### config.mk
export PLATFORM = sky130hd
export DESIGN_NAME = ward_call_arbiter
export DESIGN_NICKNAME = d
export VERILOG_FILES = /design/src/rtl/ward_call_arbiter.sv
export SDC_FILE = /design/constraint.sdc
export NUM_CORES = 1
export LEC_CHECK = 0
export CELL_PAD_IN_SITES_DETAIL_PLACEMENT = 1
export CELL_PAD_IN_SITES_GLOBAL_PLACEMENT = 1
export CORE_MARGIN = 10
export CORE_UTILIZATION = 38
export DETAILED_ROUTE_END_ITERATION = 7
export GPL_TIMING_DRIVEN = 0
export PLACE_DENSITY = 0.74
export SYNTH_ARGS = -nofsm -noshare
export SYNTH_HDL_FRONTEND = slang
export SYNTH_SLANG_ARGS = --single-unit
### constraint.sdc
create_clock -name clk -period 3.21 [get_ports clk]
set_input_delay 0.642 -clock clk [delete_from_list [all_inputs] [get_ports clk]]
set_output_delay 0.642 -clock clk [all_outputs]
set_load 0.02 [all_outputs]
### src/rtl/ward_call_arbiter.sv
// ward_call_arbiter: latches bed calls as pending and grants one at a time.
// The selection policy is chosen at run time, and an alarm escalates an unacknowledged grant.
module ward_call_arbiter #(
    parameter int N = 8,
    parameter int TIMEOUT = 15,
    localparam int IDX_W = $clog2(N),
    localparam int CNT_W = $clog2(N + 1)
) (
    input  logic             clk,
    input  logic             rst,
    input  logic [N-1:0]     req,
    input  logic [1:0]       mode,
    input  logic             ack,
    output logic             gnt_valid,
    output logic [IDX_W-1:0] gnt_idx,
    output logic [N-1:0]     pending,
    output logic [CNT_W-1:0] pend_cnt,
    output logic             alarm
);
    typedef enum logic {IDLE, SERVE} state_t;
    localparam logic [7:0] TO = 8'(TIMEOUT);

    state_t state, state_n;
    logic [N-1:0] pending_n, clr;
    logic [IDX_W-1:0] gnt_n, rr_ptr, rr_n, hi, lo, rr_sel, pick;
    logic [7:0] timer, timer_n;
    logic alarm_n;

    assign gnt_valid = state == SERVE;
    assign pend_cnt = CNT_W'($countones(pending));

    // Later loop passes overwrite earlier ones, so each scan runs away from its preferred end.
    always_comb begin
        hi = '0;
        lo = '0;
        rr_sel = '0;
        for (int i = 0; i < N; i++)
            if (pending[IDX_W'(i)]) hi = IDX_W'(i);
        for (int i = N - 1; i >= 0; i--)
            if (pending[IDX_W'(i)]) lo = IDX_W'(i);
        for (int k = N; k >= 1; k--)
            if (pending[IDX_W'((int'(rr_ptr) + k) % N)]) rr_sel = IDX_W'((int'(rr_ptr) + k) % N);
        pick = mode == 2'b01 ? lo : mode == 2'b10 ? rr_sel : hi;
    end

    always_comb begin
        state_n = state;
        gnt_n = gnt_idx;
        alarm_n = alarm;
        timer_n = timer;
        rr_n = rr_ptr;
        clr = (state == SERVE && ack) ? N'(1) << gnt_idx : '0;
        pending_n = (pending & ~clr) | req;
        if (state == IDLE) begin
            if (|pending) begin
                state_n = SERVE;
                gnt_n = pick;
                timer_n = '0;
            end
        end else if (ack) begin
            state_n = IDLE;
            gnt_n = '0;
            alarm_n = 1'b0;
            timer_n = '0;
            rr_n = gnt_idx;
        end else begin
            // The timer saturates at TO, so the alarm test below equals timer+1 >= TO.
            timer_n = timer < TO ? timer + 8'd1 : timer;
            alarm_n = alarm | (timer_n >= TO);
        end
    end

    always_ff @(posedge clk) begin
        if (rst) begin
            state <= IDLE;
            pending <= '0;
            gnt_idx <= '0;
            alarm <= 1'b0;
            timer <= '0;
            rr_ptr <= IDX_W'(N - 1);
        end else begin
            state <= state_n;
            pending <= pending_n;
            gnt_idx <= gnt_n;
            alarm <= alarm_n;
            timer <= timer_n;
            rr_ptr <= rr_n;
        end
    end
endmodule

==> impl_metrics.json <==
{
  "grt_overflow": 0,
  "finalHoldViolations": 0,
  "synth-edff-count": 0,
  "async_flop_share_pct": 0,
  "cp_max_fo": 2,
  "setup_slack_ps": -555,
  "dp_slack_ps": -792,
  "grt_max_degree": 18,
  "power_density_nw_per_um2": 450,
  "htree_levels": 1,
  "synth_fp_nets": 263,
  "place.port_buffers": 29,
  "max_freq_ghz": 0.266,
  "antenna_found_initial": 0,
  "ir_drop_uv": 279,
  "failed_checks": "negative setup slack",
  "cts_buffers": 3,
  "grt_pass1_vias": 2108,
  "relSlewSlack_pct": 60.7,
  "synth_cell_types": 53,
  "ys.flop_type": "dfxtp_1",
  "clockBufferDepth": 2,
  "syn_inst": 239,
  "areaGrowthSynthToFinish_pct": 26.6,
  "start_kind": "flip-flop",
  "drive_above_1_share_pct": 18.4,
  "r2r_start": "rr_ptr[0]",
  "final_antenna_net_count": 0,
  "ff2ff_path_depth": 11,
  "synth-seq-cells": 24,
  "drv_cap": 0,
  "path_class": "reg2out",
  "final_common_cell": "clkdlybuf4s50_1",
  "slew_viol_final": 0,
  "synth-compound-area-share_pct": 20.9,
  "wl_per_cell_um": 18.5,
  "drtPass1Iterations": 4,
  "synth_top_family_by_area": "compound AO/OA/AOI/OAI gates",
  "required_ps": 2570,
  "r2r-end": "gnt_idx[1]",
  "startpoint": "pending[1]",
  "cp-end-kind": "output port",
  "synthAdderAreaFrac_pct": 7.92,
  "drc": 0,
  "layout.nets": 302,
  "n_antenna_cell": 0,
  "synthSimpleGateAreaFrac_pct": 18.1,
  "tightest_slew_ps": 584,
  "final_area_sq_um": 2680,
  "r2r_setup_slack_ps": 160,
  "placed_area_sq_um": 2530,
  "hold_path_end": "timer[7]",
  "cts_tree": "yes",
  "cts.clk_slew.worst_paths_ps": 90,
  "cts.sinks": 24,
  "dieArea_sq_um": 8960,
  "io_pins": 30,
  "synth_mux_area_share_pct": 20.1,
  "holdBufCountCts": 0,
  "holdPathStages": 1,
  "power_leakage_nw": 1.06,
  "coreArea_sq_um": 5470,
  "crit_arrival_ps": 3120,
  "place.gp.congestion": 0.820,
  "worstHoldStart": "timer[7]",
  "row_count": 27,
  "status": "complete, but fails checks",
  "finalCritPeriodShare_pct": 117,
  "cts-root-buf": "clkbuf_8",
  "die_y_um": 94.6,
  "initial_utilization_pct": 38.7,
  "routed_wl_um": 6470,
  "dr_total_vias": 2033,
  "syn-cell-area_sq_um": 2120,
  "vias_per_cell": 5.83,
  "synth.avg_cell_area_sq_um": 8.86,
  "final_cell_mix": "25 x clkdlybuf4s50_1, 22 x a21oi_1, 21 x dfxtp_1",
  "synth_xor_area_share_pct": 2.90,
  "drtIter0Drc": 107,
  "clk_latency_ps": 280,
  "ys_warn_count": 0,
  "grt.total_usage_pct": 14.7,
  "hp-class": "reg2reg",
  "setup_viol": 4,
  "yosysSeqAreaShare_pct": 22.7,
  "grt_pass1_wl_um": 10700,
  "dpl.hpwl_um": 4840,
  "period_needed_ps": 3770,
  "fin_worst_skew_ps": 7.77,
  "die_w_um": 94.6,
  "rsz0062_at_grt": "yes"
}
-- Yosys cell counts, drive strengths merged, types with 2 or more instances --
master  instances  share of area [%]
a211o           2               0.83
a21oi          23                5.4
a221oi          6                2.5
a22o            2               0.83
a22oi           3                1.1
a311oi          2               0.83
a31oi           3               0.89
and2            8                2.4
and3            3               0.89
buf             8                2.6
clkbuf          8                1.4
dfxtp          24                 23
fa              4                3.8
ha              7                4.1
inv            19                3.4
mux2            4                2.3
mux2i           5                2.5
mux4           14                 15
nand2          17                3.0
nand2b          2               0.59
nand3           4               0.95
nand3b          2               0.71
nand4           4                1.2
nand4b          3                1.2
nor2           18                3.2
nor2b           6                1.8
nor3            2               0.47
nor4            3               0.89
o21ai           9                2.1
o22ai           2               0.59
xnor2           3                1.2
xor2            4                1.7
-- registers in the layout (all words and copies together) (netlist names) --
name       cells
timer          8
rr_ptr         3
gnt_valid      1
gnt_idx        3
pending        8
alarm          1
-- stage by stage --
step / hold slack (ps) / instances / utilization (%) / total power [W] / TNS, ps
after floorplan: 445 / 239 / - / 0.000717 / -229
after global routing: 513 / 349 / 49.0 / 0.00128 / -1970
after detailed placement: 474 / 340 / 46.2 / 0.000885 / -2540
after global placement: 465 / 340 / 46.2 / 0.000867 / -2130
after CTS: 498 / 348 / 48.6 / 0.00120 / -1730
final: 489 / 349 / 49.0 / 0.00121 / -1700
-- kinds of logic (layout without fill, tap and decap cells) --
group	after synthesis	in the layout
buf+inv	35	73
mux	23	23
xor+xnor	7	7
compound gates	65	65
flops	24	24
simple gates	74	74
fa+ha+maj	11	11
-- layer usage --
metal / share of wire, % / vias up / routed length (um) / global-route usage [%]
met3: 4.0 / 4 / 259 / 2.30
met2: 51 / 53 / 3270 / 26.2
met1: 45 / 1010 / 2880 / 18.2
li1: - / 966 / - / -
met5: 0 / - / 0 / 0
met4: 0.85 / 0 / 55 / 2.99
-- area by class of cell --
class,count,area (sq um)
fillers,648,2790
multi-input cells,180,1530
flip-flops and latches,24,489
repair buffers,35,348
clock buffers,3,41.3
clock inverters,1,30.0
plain buffers,15,83.8
well taps,72,90.1
inverters,19,71.3
-- worst max path at each step --
stage	endpoint	slack [ps]	depth (start not counted)
2_1_floorplan	pend_cnt[2]	-120	8
3_3_place_gp	pend_cnt[2]	-710	9
3_5_place_dp	pend_cnt[2]	-790	9
4_1_cts	pend_cnt[2]	-570	9
5_1_grt	pend_cnt[2]	-620	9
6_report	pend_cnt[2]	-560	9
-- repair_timing --
action | in CTS | in global routing
setup buffers | 5 | 1
setup endpoints to repair | 7 | 5
gates resized for setup | 31 | 3
pin swaps | 4 | 0
-- worst max-delay path: stages (launching register included) --
cell     delay [ps]
dfxtp_4         360
fa_1            560
inv_2            50
fa_1            470
fa_1            510
inv_2            50
ha_4            160
fa_2            370
xor2_4          160
buf_6           130
-- power by group --
group	switching (W)	total [W]	internal [W]
combinational	0.000312	0.000597	0.000285
sequential	0.0000235	0.000338	0.000315
clock	0.000104	0.000271	0.000167
Note: power is estimated with default switching activity, not from simulation.
